## config.mk

```make
export PLATFORM = sky130hd
export DESIGN_NAME = alu_cmd_driver_flat
export DESIGN_NICKNAME = d
export VERILOG_FILES = /design/src/rtl/alu_cmd_driver_pkg.sv /design/src/rtl/alu_cmd_driver_if.sv /design/src/rtl/alu_cmd_driver_fifo.sv /design/src/rtl/alu_cmd_driver.sv /design/src/flat_wrapper.sv
export SDC_FILE = /design/constraint.sdc
export NUM_CORES = 1
export LEC_CHECK = 0
export CORE_MARGIN = 4
export CORE_UTILIZATION = 45
export DETAILED_ROUTE_END_ITERATION = 12
export PLACE_DENSITY = 0.79
export SLEW_MARGIN = 40
export SYNTH_ARGS = -nofsm -noshare
export SYNTH_HDL_FRONTEND = slang
export SYNTH_SLANG_ARGS = --single-unit
```

## constraint.sdc

```tcl
create_clock -name clk -period 2.5 [get_ports clk]
set_clock_uncertainty 0.15 [all_clocks]
set_input_delay 0.5 -clock clk [delete_from_list [all_inputs] [get_ports clk]]
set_output_delay 0.5 -clock clk [all_outputs]
set_load 0.01 [all_outputs]
```

## src/rtl/alu_cmd_driver_pkg.sv

```systemverilog
// Shared types and constants for the ALU command driver: FSM states, opcodes,
// flag bit positions and the packed command word stored in the FIFO.
package alu_drv_pkg;

    typedef enum logic [1:0] {
        IDLE  = 2'd0,
        DRIVE = 2'd1,
        RESP  = 2'd2
    } state_e;

    localparam logic [3:0] OP_ADD  = 4'h0;
    localparam logic [3:0] OP_SUB  = 4'h1;
    localparam logic [3:0] OP_MUL  = 4'h2;
    localparam logic [3:0] OP_DIV  = 4'h3;
    localparam logic [3:0] OP_SHL  = 4'h4;
    localparam logic [3:0] OP_SHR  = 4'h5;
    localparam logic [3:0] OP_AND  = 4'h6;
    localparam logic [3:0] OP_OR   = 4'h7;
    localparam logic [3:0] OP_XOR  = 4'h8;
    localparam logic [3:0] OP_NOT  = 4'h9;
    localparam logic [3:0] OP_NAND = 4'hA;
    localparam logic [3:0] OP_NOR  = 4'hB;
    localparam logic [3:0] OP_LAST = 4'hB;

    localparam int FLG_ZERO = 0;
    localparam int FLG_OVF  = 1;
    localparam int FLG_MOVF = 2;
    localparam int FLG_UNF  = 3;

    typedef struct packed {
        logic [3:0] op;
        logic [7:0] a;
        logic [7:0] b;
        logic       use_acc;
    } cmd_t;

    localparam int CMD_W = $bits(cmd_t);

    function automatic logic op_legal(input logic [3:0] op);
        return op <= OP_LAST;
    endfunction

endpackage

```

## src/rtl/alu_cmd_driver_if.sv

```systemverilog
// Bundles the command stream, the ALU operand/result bus and the response stream.
interface alu_cmd_driver_if;

    logic       cmd_valid;
    logic       cmd_ready;
    logic [3:0] cmd_op;
    logic [7:0] cmd_a;
    logic [7:0] cmd_b;
    logic       cmd_use_acc;

    logic [7:0] alu_a;
    logic [7:0] alu_b;
    logic [3:0] alu_sel;
    logic [7:0] alu_out;
    logic [3:0] alu_flag;

    logic       rsp_valid;
    logic       rsp_ready;
    logic [7:0] rsp_result;
    logic [3:0] rsp_flag;
    logic       rsp_err;

    modport master (
        input  cmd_valid, cmd_op, cmd_a, cmd_b, cmd_use_acc,
        input  alu_out, alu_flag, rsp_ready,
        output cmd_ready, alu_a, alu_b, alu_sel,
        output rsp_valid, rsp_result, rsp_flag, rsp_err
    );

    modport slave (
        output cmd_valid, cmd_op, cmd_a, cmd_b, cmd_use_acc,
        output alu_out, alu_flag, rsp_ready,
        input  cmd_ready, alu_a, alu_b, alu_sel,
        input  rsp_valid, rsp_result, rsp_flag, rsp_err
    );

endinterface

```

## src/rtl/alu_cmd_driver_fifo.sv

```systemverilog
// Synchronous FIFO for queued ALU commands; power-of-two depth so pointers
// wrap naturally.
module cmd_fifo #(
    parameter  int DEPTH = 4,
    parameter  int WIDTH = 21,
    localparam int AW    = $clog2(DEPTH)
) (
    input  logic             clk,
    input  logic             rst,
    input  logic             push_i,
    input  logic [WIDTH-1:0] data_i,
    input  logic             pop_i,
    output logic [WIDTH-1:0] data_o,
    output logic             full_o,
    output logic             empty_o,
    output logic [AW:0]      count_o
);

    logic [WIDTH-1:0] mem_q [DEPTH];
    logic [AW-1:0]    wr_ptr_q;
    logic [AW-1:0]    rd_ptr_q;
    logic [AW:0]      count_q;
    logic             push_ok;
    logic             pop_ok;

    assign full_o  = (count_q == (AW+1)'(DEPTH));
    assign empty_o = (count_q == '0);
    assign count_o = count_q;
    assign data_o  = mem_q[rd_ptr_q];
    assign push_ok = push_i && !full_o;
    assign pop_ok  = pop_i && !empty_o;

    always_ff @(posedge clk or posedge rst) begin
        if (rst) begin
            wr_ptr_q <= '0;
            rd_ptr_q <= '0;
            count_q  <= '0;
        end else begin
            if (push_ok) wr_ptr_q <= wr_ptr_q + AW'(1);
            if (pop_ok)  rd_ptr_q <= rd_ptr_q + AW'(1);
            case ({push_ok, pop_ok})
                2'b10:   count_q <= count_q + (AW+1)'(1);
                2'b01:   count_q <= count_q - (AW+1)'(1);
                default: count_q <= count_q;
            endcase
        end
    end

    // NOTE: storage needs no reset; the cleared count marks every entry invalid.
    always_ff @(posedge clk) begin
        if (push_ok) mem_q[wr_ptr_q] <= data_i;
    end

endmodule

```

## src/rtl/alu_cmd_driver.sv

```systemverilog
// Sequential initiator for the 8-bit ALU: queues commands, drives registered
// operands, waits SETTLE cycles, then holds the captured result as a response.
module alu_cmd_driver
    import alu_drv_pkg::*;
#(
    parameter int DEPTH  = 4,
    parameter int SETTLE = 1
) (
    input  logic             clk,
    input  logic             rst,
    alu_cmd_driver_if.master bus,
    output logic             busy
);

    localparam int               AW        = $clog2(DEPTH);
    localparam int               CNT_W     = (SETTLE > 1) ? $clog2(SETTLE) : 1;
    localparam logic [CNT_W-1:0] SETTLE_LD = CNT_W'(SETTLE - 1);

    state_e           state_q, state_d;
    logic [CNT_W-1:0] cnt_q, cnt_d;
    logic [7:0]       acc_q, acc_d;
    logic [7:0]       alu_a_q, alu_a_d;
    logic [7:0]       alu_b_q, alu_b_d;
    logic [3:0]       alu_sel_q, alu_sel_d;
    logic [7:0]       rsp_result_q, rsp_result_d;
    logic [3:0]       rsp_flag_q, rsp_flag_d;
    logic             rsp_err_q, rsp_err_d;

    cmd_t        cmd_in;
    cmd_t        head;
    logic        fifo_full;
    logic        fifo_empty;
    logic [AW:0] fifo_count;
    logic        push;
    logic        pop;

    assign cmd_in = '{op: bus.cmd_op, a: bus.cmd_a, b: bus.cmd_b, use_acc: bus.cmd_use_acc};
    assign push   = bus.cmd_valid && !fifo_full;
    assign pop    = (state_q == IDLE) && !fifo_empty;

    cmd_fifo #(
        .DEPTH (DEPTH),
        .WIDTH (CMD_W)
    ) u_fifo (
        .clk     (clk),
        .rst     (rst),
        .push_i  (push),
        .data_i  (cmd_in),
        .pop_i   (pop),
        .data_o  (head),
        .full_o  (fifo_full),
        .empty_o (fifo_empty),
        .count_o (fifo_count)
    );

    // NOTE: sequential state uses non-blocking assignment only.
    always_ff @(posedge clk or posedge rst) begin
        if (rst) state_q <= IDLE;
        else     state_q <= state_d;
    end

    always_comb begin
        state_d = state_q;
        case (state_q)
            IDLE:    if (!fifo_empty) state_d = op_legal(head.op) ? DRIVE : RESP;
            DRIVE:   if (cnt_q == '0) state_d = RESP;
            RESP:    if (bus.rsp_ready) state_d = IDLE;
            default: state_d = IDLE;
        endcase
    end

    // NOTE: every target gets a hold default first, so no latch can be inferred.
    always_comb begin
        cnt_d        = cnt_q;
        acc_d        = acc_q;
        alu_a_d      = alu_a_q;
        alu_b_d      = alu_b_q;
        alu_sel_d    = alu_sel_q;
        rsp_result_d = rsp_result_q;
        rsp_flag_d   = rsp_flag_q;
        rsp_err_d    = rsp_err_q;
        case (state_q)
            IDLE: begin
                if (!fifo_empty) begin
                    if (op_legal(head.op)) begin
                        alu_a_d   = head.use_acc ? acc_q : head.a;
                        alu_b_d   = head.b;
                        alu_sel_d = head.op;
                        cnt_d     = SETTLE_LD;
                    end else begin
                        rsp_result_d = 8'h00;
                        rsp_flag_d   = 4'h0;
                        rsp_err_d    = 1'b1;
                    end
                end
            end
            DRIVE: begin
                if (cnt_q == '0) begin
                    rsp_result_d = bus.alu_out;
                    rsp_flag_d   = bus.alu_flag;
                    rsp_err_d    = 1'b0;
                    acc_d        = bus.alu_out;
                end else begin
                    cnt_d = cnt_q - CNT_W'(1);
                end
            end
            default: ;
        endcase
    end

    always_ff @(posedge clk or posedge rst) begin
        if (rst) begin
            cnt_q        <= '0;
            acc_q        <= 8'h00;
            alu_a_q      <= 8'h00;
            alu_b_q      <= 8'h00;
            alu_sel_q    <= 4'h0;
            rsp_result_q <= 8'h00;
            rsp_flag_q   <= 4'h0;
            rsp_err_q    <= 1'b0;
        end else begin
            cnt_q        <= cnt_d;
            acc_q        <= acc_d;
            alu_a_q      <= alu_a_d;
            alu_b_q      <= alu_b_d;
            alu_sel_q    <= alu_sel_d;
            rsp_result_q <= rsp_result_d;
            rsp_flag_q   <= rsp_flag_d;
            rsp_err_q    <= rsp_err_d;
        end
    end

    assign bus.cmd_ready  = !fifo_full;
    assign bus.alu_a      = alu_a_q;
    assign bus.alu_b      = alu_b_q;
    assign bus.alu_sel    = alu_sel_q;
    assign bus.rsp_valid  = (state_q == RESP);
    assign bus.rsp_result = rsp_result_q;
    assign bus.rsp_flag   = rsp_flag_q;
    assign bus.rsp_err    = rsp_err_q;
    assign busy           = (state_q != IDLE) || (fifo_count != '0);

endmodule

```

## src/flat_wrapper.sv

```systemverilog
// flat-port wrapper written by rule: the top's interface ports become plain ports
module alu_cmd_driver_flat import alu_drv_pkg::*;
#(
    parameter int DEPTH  = 4,
    parameter int SETTLE = 1
)
  (clk, rst, busy, bus_cmd_valid, bus_cmd_op, bus_cmd_a, bus_cmd_b, bus_cmd_use_acc, bus_alu_out, bus_alu_flag, bus_rsp_ready, bus_cmd_ready, bus_alu_a, bus_alu_b, bus_alu_sel, bus_rsp_valid, bus_rsp_result, bus_rsp_flag, bus_rsp_err);
  alu_cmd_driver_if bus_i ();
  input  logic clk;
  input  logic rst;
  output logic busy;
  input wire logic [$bits(bus_i.cmd_valid)-1:0] bus_cmd_valid;
  input wire logic [$bits(bus_i.cmd_op)-1:0] bus_cmd_op;
  input wire logic [$bits(bus_i.cmd_a)-1:0] bus_cmd_a;
  input wire logic [$bits(bus_i.cmd_b)-1:0] bus_cmd_b;
  input wire logic [$bits(bus_i.cmd_use_acc)-1:0] bus_cmd_use_acc;
  input wire logic [$bits(bus_i.alu_out)-1:0] bus_alu_out;
  input wire logic [$bits(bus_i.alu_flag)-1:0] bus_alu_flag;
  input wire logic [$bits(bus_i.rsp_ready)-1:0] bus_rsp_ready;
  output wire logic [$bits(bus_i.cmd_ready)-1:0] bus_cmd_ready;
  output wire logic [$bits(bus_i.alu_a)-1:0] bus_alu_a;
  output wire logic [$bits(bus_i.alu_b)-1:0] bus_alu_b;
  output wire logic [$bits(bus_i.alu_sel)-1:0] bus_alu_sel;
  output wire logic [$bits(bus_i.rsp_valid)-1:0] bus_rsp_valid;
  output wire logic [$bits(bus_i.rsp_result)-1:0] bus_rsp_result;
  output wire logic [$bits(bus_i.rsp_flag)-1:0] bus_rsp_flag;
  output wire logic [$bits(bus_i.rsp_err)-1:0] bus_rsp_err;
  assign bus_i.cmd_valid = bus_cmd_valid;
  assign bus_i.cmd_op = bus_cmd_op;
  assign bus_i.cmd_a = bus_cmd_a;
  assign bus_i.cmd_b = bus_cmd_b;
  assign bus_i.cmd_use_acc = bus_cmd_use_acc;
  assign bus_i.alu_out = bus_alu_out;
  assign bus_i.alu_flag = bus_alu_flag;
  assign bus_i.rsp_ready = bus_rsp_ready;
  assign bus_cmd_ready = bus_i.cmd_ready;
  assign bus_alu_a = bus_i.alu_a;
  assign bus_alu_b = bus_i.alu_b;
  assign bus_alu_sel = bus_i.alu_sel;
  assign bus_rsp_valid = bus_i.rsp_valid;
  assign bus_rsp_result = bus_i.rsp_result;
  assign bus_rsp_flag = bus_i.rsp_flag;
  assign bus_rsp_err = bus_i.rsp_err;
  alu_cmd_driver #(.DEPTH(DEPTH), .SETTLE(SETTLE)) u_core (.clk(clk), .rst(rst), .bus(bus_i), .busy(busy));
endmodule
```

After elaboration in Yosys (flattened, before gate mapping)

Memory sizes are Yosys's and may differ from the RTL's.
Cells that the tools add are included.

Add/subtract/negate cells: 5
Magnitude comparators: 1
Equal/unequal tests: 10
Multiplexer cells: 25
Bitwise gates (word level): 2
Reductions and logical operators: 18

Operator list:

| kind                  | count |
|---|---|
| $mux W8               | 4 |
| $pmux W8 S2           | 1 |
| $mux W4               | 3 |
| $ne A2 B2 Y1 const B  | 5 |
| $reduce_and A3 Y1     | 3 |
| $mux W1               | 8 |
| $mux W2               | 4 |
| $pmux W4 S2           | 1 |
| $pmux W2 S3           | 1 |
| $pmux W3 S2           | 1 |
| $reduce_bool A2 Y1    | 3 |
| $add A2 B1 Y2 const B | 2 |
| $eq A2 B1 Y1 const B  | 2 |
| $eq A2 B2 Y1 const B  | 2 |
| $le A4 B4 Y1 const B  | 1 |
| $logic_and A1 B1 Y1   | 4 |
| $pmux W1 S2           | 2 |
| $reduce_and A4 Y1     | 1 |
| $add A3 B1 Y3 const B | 1 |
| $eq A3 B3 Y1 const B  | 1 |
| $logic_not A3 Y1      | 1 |
| $reduce_bool A3 Y1    | 1 |
| $sub A3 B1 Y3 const B | 1 |
| $logic_not A1 Y1      | 2 |
| other kinds (5)       | 6 |

Register bits after elaboration: 51
Memory bits (writable): 84
Input bits: 37
Output and inout bits: 36
Memories kept: 1

Memory list:

| name                | depth | width | rd ports | clocked after Yosys merged registers in | write ports | line                      | RTL |
|---|---|---|---|---|---|---|---|
| u_core.u_fifo.mem_q | 4     | 21    | 1        | 0                                       | 1           | alu_cmd_driver_fifo.sv:19 | `logic [WIDTH-1:0] mem_q [DEPTH];` |

Longest topological paths before layout

Word-level depth: 6
Depth in mapped cells: 10
Gate-level depth less buffers: 9

Modules after synthesis

A second synthesis with hierarchy kept.

Cell total of the unflattened synthesis: 290
Area, all modules: 5231.3 µm²

Modules (own cells, without submodules):

| module         | instances | cells an instance | area each (µm²) |
|---|---|---|---|
| cmd_fifo       | 1         | 148               | 3497.1 |
| alu_cmd_driver | 1         | 142               | 1734.2 |

Worst setup path after synthesis

OpenSTA, ideal clock, no wires.

Path type: register to register
Start: register u_core.u_fifo.count_q[0], in the netlist u_core.u_fifo.count_o[0]
End: register u_core.u_fifo.count_q[2], in the netlist u_core.u_fifo.count_o[2]
Arrival: 2.102 ns
Required time: 2.271 ns
Slack: 0.169 ns
Stages on the path, launching flop included: 10
Path buffers: 0
Period minus slack after synthesis: 2.331 ns
Cells stage by stage: dfrtp_1 > or3b_1 > and2_1 > inv_1 > ha_1 > inv_1 > fa_1 > xor2_1 > nor2_1 > xor2_1

Longest elaborated chain between the ends: 6

Ends and longest elaborated chain:

| what                                                     | line                      | RTL |
|---|---|---|
| start, declared                                          | alu_cmd_driver_fifo.sv:22 | `logic [AW:0] count_q;` |
| start signal, assigned                                   | alu_cmd_driver_fifo.sv:42 | `2'b10: count_q <= count_q + (AW+1)'(1);` |
| start signal, assigned                                   | alu_cmd_driver_fifo.sv:43 | `2'b01: count_q <= count_q - (AW+1)'(1);` |
| start signal, assigned                                   | alu_cmd_driver_fifo.sv:44 | `default: count_q <= count_q;` |
| $eq A3 B3 Y1 *                                           | alu_cmd_driver_fifo.sv:26 | `assign full_o = (count_q == (AW+1)'(DEPTH));` |
| $logic_not A1 Y1 *                                       | -                         |  |
| net bus_cmd_ready                                        | flat_wrapper.sv:20        | `output wire logic [$bits(bus_i.cmd_ready)-1:0] bus_cmd_ready;` |
| $logic_and A1 B1 Y1                                      | alu_cmd_driver.sv:38      | `assign push = bus.cmd_valid && !fifo_full;` |
| $logic_and A1 B1 Y1 *                                    | alu_cmd_driver_fifo.sv:30 | `assign push_ok = push_i && !full_o;` |
| $eq A2 B1 Y1 / $eq A2 B2 Y1 (equally long branches)      | alu_cmd_driver_fifo.sv:41 | `case ({push_ok, pop_ok})` |
| $pmux W3 S2 / $reduce_bool A2 Y1 (equally long branches) | -                         |  |

The timed path passes the listed nets; every way through them passes the cells marked *.
A chain may end at the register's enable or synchronous reset.

Final worst setup path

Start: register u_core.u_fifo.count_q[2], in the netlist u_core.u_fifo.count_o[2]
End: output bus_cmd_ready

Longest elaborated chain between the ends: 2

Ends and longest elaborated chain:

| what             | line                      | RTL |
|---|---|---|
| $eq A3 B3 Y1     | alu_cmd_driver_fifo.sv:26 |  |
| $logic_not A1 Y1 | alu_cmd_driver.sv:133     | `assign bus.cmd_ready = !fifo_full;` |
| end, declared    | flat_wrapper.sv:20        |  |

Every way passes these cells.

==> out/metrics.cfg <==
[layout]
num-fill-cells=848
antennaDiodeCount=0
area_grow_syn2layout_pct=29.0
final_core_util_pct=59.7
drive_gt1_share_pct=23.8
final_nets=441

[drt]
drc=0
viasPerCell=5.17
ant_nets=0
postRouteWirelength_mm=10.2
number_of_vias_in_the_routed_layout=2865
drt_pass1_iterations=4
1st_iter_drt_viols=252
avgRoutedWirePerCell_um=18.4

[cts]
post_cts.repair.setup_buffers=0
insertion_delay_ps=410
cts_buffers=17
cts.sink_count=134
cts.clk_slew.worst_paths_ps=50
cts_max_path_buffers=2
cts_tree=done
ctsHtreeMaxLevel=4
cts_root_buf=clkbuf_16

[job]
max_cap_violations=0

[logic_synthesis]
synth.area.top_cells=edfxtp_1 (48%), dfrtp_1 (24%), mux4_2 (8.5%)
most_area_hungry_cell_type_in_the_yosys_netlist=edfxtp_1
yosysWarnings=0
seq_total_area_yosys_pct=71.1
post_synth_inst_count=302
postSynthAreaPerCell_um2=17.6
synth_top_area_share_pct=47.5
count_of_unique_library_cells_instantiated_by_yosys=35
post_synth_instance_area_mm2=0.00531
syn_nets=345
synth-seq-cells=134

[critical_path]
worstPathRequired_ps=1850
arrival_ps=1740
start_kind=flop
r2r_end=u_core.u_fifo.count_o[2]
rr_startpoint=u_core.u_fifo.count_o[2]
crit_path_end_kind=output port
critical_path_start_end_classification=reg2out
worst_r2r_path_depth=9
timing.reg2reg.setup_slack_ps=150
path_max_fanout=6

[timing]
period_share_pct=95.6
tightest_slew_ps=488
timing_hold_violations_final=0
holdWs_ps=268
setup_viol_count_final=0
timing.max_slew.rel_slack_pct=67.3
clock.fmax_mhz=418
final_critical_path_setup_slack_ps=109
final.setup.tns_ps=0
finalWorstPathRequiredPeriod_ps=2390
report.final.slew_viol_count=0

[global_route]
grt_start_max_net_pins=22
first_global_vias=3115
grt-ovfl-total=0
grt_antenna_before_repair=0
grt_pass1_wl_mm=16.2
groute.usage.overall_pct=16.4

[pwr]
p_leak_nw=2.63
relative_contribution_of_sequential_cells_to_total_power_pct=38.0
p_per_area_mw_per_mm2=1340
power.share.switching_pct=29.7
power_frac_clock_pct=25.5
combPwrFrac_pct=36.6
net_sw_power_mw=2.72
peakVddDrop_mv=0.731
intPower_mw=6.45

[floorplan]
fp.coreArea_mm2=0.0115
die_h_um=117
die_w_um=117
num_rows=39
ios=73
floorplan.die_area_mm2=0.0136
initial_cell_density_of_the_core_pct=46.3

[place]
port-buffer-count=72
post-dp-hpwl_mm=6.63
placement.setup.worst_slack_ps=30.6
globalplace.congestion=0.760

[worst_hold_path]
hp-class=in2async

[status]
result_of_the_run=completed

area by class of cell:
cell class | instances | area (um^2) | area share [%]
Multi-Input combinational cell | 139 | 1410 | 20.5
Tap cell | 143 | 179 | 2.61
Timing Repair Buffer | 90 | 868 | 12.7
Clock inverter | 11 | 108 | 1.57
Clock buffer | 21 | 450 | 6.58
Inverter | 16 | 60.1 | 0.877
Sequential cell | 134 | 3770 | 55.1
kinds of logic after synthesis:
logic type	share of synthesized area, %
buffers and inverters	2.55
flip-flops	71.1
XOR/XNOR	0.991
multiplexers	15.5
AO/OA/AOI/OAI	3.37
AND/OR/NAND/NOR	4.86
adder cells (fa/ha/maj)	1.56
through the flow:
stage / instance area (um^2) / instances / total power [mW]
after global routing: 6850 / 554 / 9.75
after CTS: 6840 / 554 / 9.27
final: 6850 / 554 / 9.18
after detailed placement: 6280 / 522 / 6.89
after floorplan: 5310 / 302 / 5.61
after global placement: 6280 / 522 / 6.75
cells in the mapped netlist:
cell / n
nor3_1: 3
nor2_1: 2
o311ai_0: 8
inv_1: 16
o21a_1: 1
a22o_1: 1
nor2b_1: 2
o22a_1: 2
nand2_1: 34
or2_2: 1
buf_12: 1
and3_1: 5
a22oi_1: 4
mux4_2: 20
mux2i_1: 1
dfrtp_1: 50
ha_1: 5
or3b_1: 1
a211oi_4: 1
and2_1: 1
or3_1: 1
xor2_1: 2
xnor2_1: 4
mux2_4: 9
buf_1: 2
nand2b_1: 5
clkbuf_1: 7
fa_1: 1
buf_6: 1
edfxtp_1: 84
buf_2: 2
mux2_2: 18
o21ai_0: 5
mux4_1: 1
nand3_1: 1
power by group through the flow:
stage	sequential [mW]	combinational, mW	clock, mW
2_1_floorplan	3.54	2.07	0
3_3_place_gp	3.47	3.28	0
3_5_place_dp	3.51	3.38	0
4_1_cts	3.49	3.41	2.38
5_1_grt	3.56	3.69	2.50
6_report	3.49	3.36	2.34
critical path, stage by stage (launching register included):
cell and delay [ps]:
dfrtp_1 420, or3b_4 430, clkdlybuf4s50_1 490
flip-flops by register name, summed over array words and instances, names as in the netlist, 3 cells and up:
name                   flops
u_core.u_fifo.count_o      3
u_core.bus.rsp_result      8
u_core.bus.alu_b           8
u_core.bus.alu_a           8
u_core.acc_q               8
u_core.u_fifo.mem_q       84
u_core.bus.rsp_flag        4
u_core.bus.alu_sel         4
repair_timing:
action	in CTS	in global routing
hold buffers	0	0
hold endpoints to repair	0	0
resized for setup	0	2
setup endpoints to repair	0	1
metal layers:
layer  GRT usage (%)  vias up  part of all wire, %  wire length [um]
li1                -     1330                    -                 -
met1            19.6     1446                   41              4150
met2            27.6       80                   52              5300
met3            5.91        9                  6.5               668
met4            5.66        0                 0.87                89
met5               0        -                    0                 0
layout by cell type (no fill, tap or decap), types with 2 or more instances in the layout:
cell type and n:
nor2_1 2, buf_4 17, mux2_2 18, edfxtp_1 84
mux2_4 9, clkinvlp_4 2, mux4_2 20, inv_1 15
ha_1 5, nand2b_1 5, xor2_1 2, a22oi_1 4
dfrtp_1 50, clkdlybuf4s50_1 72, bufinv_16 2, clkbuf_1 3
clkbuf_16 17, clkinv_1 2, o311ai_0 8, xnor2_1 4
and3_1 5, nor3_1 2, o21ai_0 5, o22a_1 2
clkinv_2 5, nand2_1 34
how the worst max path moves through the flow:
stage	endpoint	start	slack, ps
floorplan	u_core.u_fifo.count_o[2]	u_core.u_fifo.count_o[0]	170
global placement	u_core.u_fifo.count_o[2]	bus_cmd_valid	80
CTS	busy	u_core.u_fifo.count_o[0]	60
detailed placement	u_core.u_fifo.count_o[2]	bus_cmd_valid	30
finish	bus_cmd_ready	u_core.u_fifo.count_o[2]	110
global route	u_core.u_fifo.count_o[2]	u_core.u_fifo.count_o[2]	-7
No activity file was read; power rests on OpenSTA's default activity.
